[src/rtl/tx_framer.sv]
// Transmit framer: buffers a fixed-length payload with a running XOR checksum,
// then serializes preamble, sync, payload and checksum MSB-first on bit_en strobes.
module tx_framer #(
  parameter logic [7:0] PREAMBLE       = 8'hAA,
  parameter int         PREAMBLE_BYTES = 2,
  parameter logic [7:0] SYNC           = 8'hD3,
  parameter int         PAYLOAD_BYTES  = 8
) (
  input  logic       clk,
  input  logic       rst,
  input  logic [7:0] din,
  input  logic       din_valid,
  output logic       din_ready,
  input  logic       start,
  input  logic       abort,
  input  logic       bit_en,
  output logic       dout,
  output logic       busy,
  output logic       done
);

  localparam logic [2:0] S_IDLE     = 3'd0;
  localparam logic [2:0] S_FILL     = 3'd1;
  localparam logic [2:0] S_READY    = 3'd2;
  localparam logic [2:0] S_PREAMBLE = 3'd3;
  localparam logic [2:0] S_SYNC     = 3'd4;
  localparam logic [2:0] S_PAYLOAD  = 3'd5;
  localparam logic [2:0] S_CHECK    = 3'd6;
  localparam logic [2:0] S_END      = 3'd7;

  localparam logic [3:0] LAST_PAY = 4'(PAYLOAD_BYTES - 1);
  localparam logic [3:0] LAST_PRE = 4'(PREAMBLE_BYTES - 1);

  logic [2:0] state;
  logic [3:0] wr_cnt;
  logic [7:0] csum;
  logic [7:0] shreg;
  logic [2:0] bit_cnt;
  logic [3:0] byte_idx;
  logic [7:0] mem [16];
  logic       accept;

  assign din_ready = (state == S_IDLE) || (state == S_FILL);
  assign accept    = din_valid && din_ready && !abort;

  // Payload storage carries no reset; contents are only read after a full fill.
  always_ff @(posedge clk) begin
    if (accept) mem[wr_cnt] <= din;
  end

  always_ff @(posedge clk or posedge rst) begin
    if (rst) begin
      state    <= S_IDLE;
      wr_cnt   <= '0;
      csum     <= '0;
      shreg    <= '0;
      bit_cnt  <= '0;
      byte_idx <= '0;
      dout     <= 1'b0;
      busy     <= 1'b0;
      done     <= 1'b0;
    end else begin
      done <= 1'b0;
      if (abort) begin
        state  <= S_IDLE;
        wr_cnt <= '0;
        csum   <= '0;
        dout   <= 1'b0;
        busy   <= 1'b0;
      end else begin
        case (state)
          S_IDLE, S_FILL: begin
            if (din_valid) begin
              wr_cnt <= wr_cnt + 4'd1;
              csum   <= csum ^ din;
              state  <= (wr_cnt == LAST_PAY) ? S_READY : S_FILL;
            end
          end
          S_READY: begin
            if (start) begin
              busy     <= 1'b1;
              state    <= S_PREAMBLE;
              shreg    <= PREAMBLE;
              bit_cnt  <= '0;
              byte_idx <= '0;
            end
          end
          S_PREAMBLE, S_SYNC, S_PAYLOAD, S_CHECK: begin
            if (bit_en) begin
              dout    <= shreg[7];
              shreg   <= {shreg[6:0], 1'b0};
              bit_cnt <= bit_cnt + 3'd1;
              // Byte boundary: load the next byte and advance the state together.
              if (bit_cnt == 3'd7) begin
                case (state)
                  S_PREAMBLE: begin
                    if (byte_idx == LAST_PRE) begin
                      shreg    <= SYNC;
                      state    <= S_SYNC;
                      byte_idx <= '0;
                    end else begin
                      shreg    <= PREAMBLE;
                      byte_idx <= byte_idx + 4'd1;
                    end
                  end
                  S_SYNC: begin
                    shreg    <= mem[4'd0];
                    state    <= S_PAYLOAD;
                    byte_idx <= '0;
                  end
                  S_PAYLOAD: begin
                    if (byte_idx == LAST_PAY) begin
                      shreg <= csum;
                      state <= S_CHECK;
                    end else begin
                      shreg    <= mem[byte_idx + 4'd1];
                      byte_idx <= byte_idx + 4'd1;
                    end
                  end
                  default: state <= S_END;
                endcase
              end
            end
          end
          S_END: begin
            if (bit_en) begin
              dout   <= 1'b0;
              busy   <= 1'b0;
              done   <= 1'b1;
              wr_cnt <= '0;
              csum   <= '0;
              state  <= S_IDLE;
            end
          end
          default: state <= S_IDLE;
        endcase
      end
    end
  end

endmodule

[config.mk]
export PLATFORM = sky130hd
export DESIGN_NAME = tx_framer
export DESIGN_NICKNAME = d
export VERILOG_FILES = /design/src/rtl/tx_framer.sv
export SDC_FILE = /design/constraint.sdc
export NUM_CORES = 1
export LEC_CHECK = 0
export BUFFER_PORTS_ARGS = -buffer_cell sky130_fd_sc_hd__buf_2
export CAP_MARGIN = 20
export CELL_PAD_IN_SITES_DETAIL_PLACEMENT = 0
export CELL_PAD_IN_SITES_GLOBAL_PLACEMENT = 2
export CORE_MARGIN = 4
export CORE_UTILIZATION = 47
export DETAILED_ROUTE_END_ITERATION = 16
export PLACE_DENSITY_LB_ADDON = 0.1
export SLEW_MARGIN = 20
export SYNTH_ARGS = -nofsm -noshare
export SYNTH_HDL_FRONTEND = slang
export SYNTH_SLANG_ARGS = --single-unit
[constraint.sdc]
create_clock -name clk -period 2.8 [get_ports clk]
set_input_delay 0 -clock clk [delete_from_list [all_inputs] [get_ports clk]]
set_output_delay 0 -clock clk [all_outputs]
set_load 0.01 [all_outputs]
==> results.txt <==
The flow ran to the end, and the final reports show no timing, DRC or antenna violations. Setup repair after global routing left no endpoint under its margin. Wires add up to 16.2 mm.

The total inserted antenna cells was 0. The die is 130 um wide. The part of the Yosys area used for sequential elements was 66.5%; the detailed-router iteration count before antenna repair was 4. The number of cell rows came out at 44. Power spread over the standard cell area amounts to 646 mW/mm^2. The weighted congestion at the end of routability-driven global placement is 0.803, and the top fanout value on the critical path is 14. TritonCTS built the clock tree. Amount of wire on met2 after detailed routing: 8.04 mm. The finished cells cover 0.00822 sq mm. The met1 wire length is 7.15 mm. The slowest cell on the critical path was dfrtp_1.

Leaving out fill and tap cells, the most frequent cells in the layout are 128 x edfxtp_1, 33 x nand2_1, 32 x dfrtp_1, 31 x nor2_1, 27 x mux4_2. The critical path starts at state[2]. Counting every net in the synthesized netlist gives 456.

The startpoint identified for the worst register-to-register timing path is state[2]. Entering global routing, the biggest net connects 35 pins. The critical path in this run is classified as reg2reg. The logs give 0 for the final-report max-slew violation count and 2.51 ns for the arrival time reported for the critical path endpoint. Cells fill 56.3% of the core in the end. No sink is reached through more buffers than the 2 on the longest clock path. For this run, asynchronously set or reset flops after synthesis account for 20.5%. Uppermost layer routed: met4. The synthesized design contains 161 register bits. The worst IR drop on VDD was 400 uV; the leakage power total was 0.00298 uW.

In this run, synthesis inferred 128 flip-flops with an integrated enable. The standard cell core area is 0.0146 sq mm, and the clock slew seen by the registers of the worst setup and hold paths is 0.07 ns. The tools report the total global routing overflow as 0. The initial antenna violation count is 0. All-layer global routing usage: 21.0%. The post-placement worst setup slack is 0.617 ns. The count of cells along the worst register-to-register path came out at 6. Setup violations remaining at the end of the flow were counted as 0. Synthesized area per cell: 16.2 sq um.

During I/O placement, the number of pins put on the boundary was 18. After clock tree synthesis, the repair step resized 0 gates. Remaining antenna violation count: 0.

The tool flagged a number of max-cap violations equal to 0. In this design, the stage delay of the slowest critical-path cell is 0.53 ns. The accumulated negative setup slack was 0 ns. The worst path uses 79.0% of the clock period.

The tools report the placement-stage cell area as 0.00744 sq mm. The run gives 3,960 as the via total after detailed routing. The leading cell type in the layout, fill and taps excluded is edfxtp_1. Yosys mapped the design onto 54 distinct sky130hd cell types. For the worst setup path, the data required time is 3.10 ns. The tools report the setup clock skew after layout as 0.00919 ns. At the end of the flow, the number of nets in the layout was 511. The number of global-route vias before repair was 4,023; the transition at the pin with the smallest max-transition slack was 0.664 ns.

Measured along the y axis, the die boundary spans 130 um. The CTS root buffer was clkbuf_16. The via density per instance is 5.77.

The detailed router finished its first iteration with 316 violations. The run gives 161 as the total clock sinks. The number of buffers inserted during clock tree synthesis is 17. The startpoint type of the worst setup path is a flop.

The count of final hold-check violations came out at 0. Among all flip-flop cells after synthesis, the most frequent one is edfxtp_1. Subtracting the final worst setup slack from the clock period gives 2.21 ns. The port buffer count was 17. The die covers 0.0170 sq mm. Clock latency on the worst-skew pair, taken at its later pin, is 0.43 ns. After synthesis the cells add up to 0.00703 sq mm.

Yosys printed 0 warnings. Class of the tightest hold or removal check: in2async. The worst setup path is captured at a flop. The H-tree level count is 4, and the number of setup buffers added after CTS is 0. Of the cells placed in the final design, the portion with a size suffix greater than 1 is 22.9%. For this configuration, the core starts out at a cell density of 48.2%.

After detailed routing, the met3 layer carries 832 um of wire. The tools report the first-pass GRT wire length as 25.0 mm. Walking the worst path, the cells encountered are buf_4 -> nor2b_1 -> and3_1 -> a222oi_1 -> a21boi_0 -> o21ai_0. The wire length per cell works out to 23.7 um. The worst pin sits at a relative slew slack of 55.6%. For the final worst slack, the log shows 0.588 ns. The maximum clock rate came out at 452 MHz. From synthesis to final layout, the design area changed by 17.0%. The logs give 434 for the cell count after synthesis and 0 for the number of remaining DRC errors. The tools report the HPWL after detailed placement as 10.5 mm.
[cell families (layout without fill, tap and decap cells)]
kind of cell               after synthesis  after routing  share of synthesized area (%)
buffers and inverters                   29             97                           2.16
xor gates and xnor gates                13             13                           1.89
DFF                                    161            161                           66.5
adders and majority gates                8              8                           1.42
muxes                                   50             50                           14.0
AOI/OAI and AO/OA                       66             66                           6.55
and+or+nand+nor                        107            107                           7.48
[registers in the layout, summed over array words and instances (netlist names), 3 cells and up]
register,cells
state,3
byte_idx,4
csum,8
bit_cnt,3
shreg,8
wr_cnt,4
mem,128
[Yosys cell counts, types with 2 or more instances]
library cell,n,area (sq um)
a21bo_2,2,20.0
a21oi_1,12,60.1
a211oi_1,2,15.0
nor3_1,8,40.0
nand3b_1,3,22.5
o21bai_1,2,15.0
a221oi_1,5,43.8
and3b_1,2,17.5
nor2_1,31,116
clkbuf_1,9,33.8
mux2i_1,13,130
buf_1,3,11.3
xor2_1,11,96.3
inv_1,7,26.3
nand2b_1,7,43.8
a21boi_0,2,15.0
nor3b_1,3,22.5
buf_6,2,22.5
mux4_2,27,608
o21a_1,4,30.0
o2111ai_1,2,17.5
o21ba_2,2,20.0
ha_1,8,100
mux4_1,9,236
edfxtp_1,128,3840
and3_1,2,12.5
dfrtp_1,33,826
o21ai_0,15,75.1
buf_2,6,30.0
a32oi_1,2,17.5
a22o_1,4,35.0
nand2_1,33,124
nor2b_1,5,31.3
nand3_1,5,25.0
a31oi_1,2,12.5
a222oi_1,2,20.0
o22ai_1,4,25.0
[timing repair]
action                                 in CTS  in global routing
setup endpoints to repair                   0                  0
hold buffers                               14                  0
endpoints found under the hold margin     158                  0
[layout make-up]
cell class / instances / area (sq um)
fill: 1158 / 6370
sequential: 161 / 4670
multi-input combinational: 244 / 2200
timing repair buffer: 58 / 453
clock buffer: 17 / 425
tap: 184 / 230
clock inverter: 15 / 206
inverter: 7 / 26.3
[critical path, delay by kind of cell, from the launching register on]
family | cells | cell delay (ns)
buffers and inverters | 1 | 0.23
AOI/OAI and AO/OA | 3 | 0.81
DFF | 1 | 0.53
and+or+nand+nor | 2 | 0.51
[routing by layer]
layer  vias up  global-route usage, %
li1       1809                      -
met1      2046                   29.9
met5         -                      0
met2        88                   33.0
met3        17                   4.34
met4         0                   6.23
[through the flow]
stage          cells  hold WS (ns)  total power (uW)
3_3_place_gp     640         0.298              2860
2_1_floorplan    434        0.0989              2790
3_5_place_dp     640         0.323              2870
6_report         686         0.198              5310
5_1_grt          686         0.277              5490
4_1_cts          686         0.410              5340
[final timing paths]
path / end / slack [ns]
worst max-delay path: shreg[0] / 0.59
min in group clk: busy / 0.42
worst min register to register: busy / 0.50
max in group asynchronous: shreg[7] / 2.04
worst max register to register: shreg[0] / 0.59
worst min-delay path: bit_cnt[0] / 0.20
[power by group]
| part | internal [uW] | switching [uW] | total (uW) |
|---|---|---|---|
| clock network | 1510 | 967 | 2470 |
| registers | 2630 | 31.1 | 2660 |
| logic | 70.3 | 105 | 176 |
| total | 4200 | 1100 | 5310 |
(Power assumes the default switching activity.)
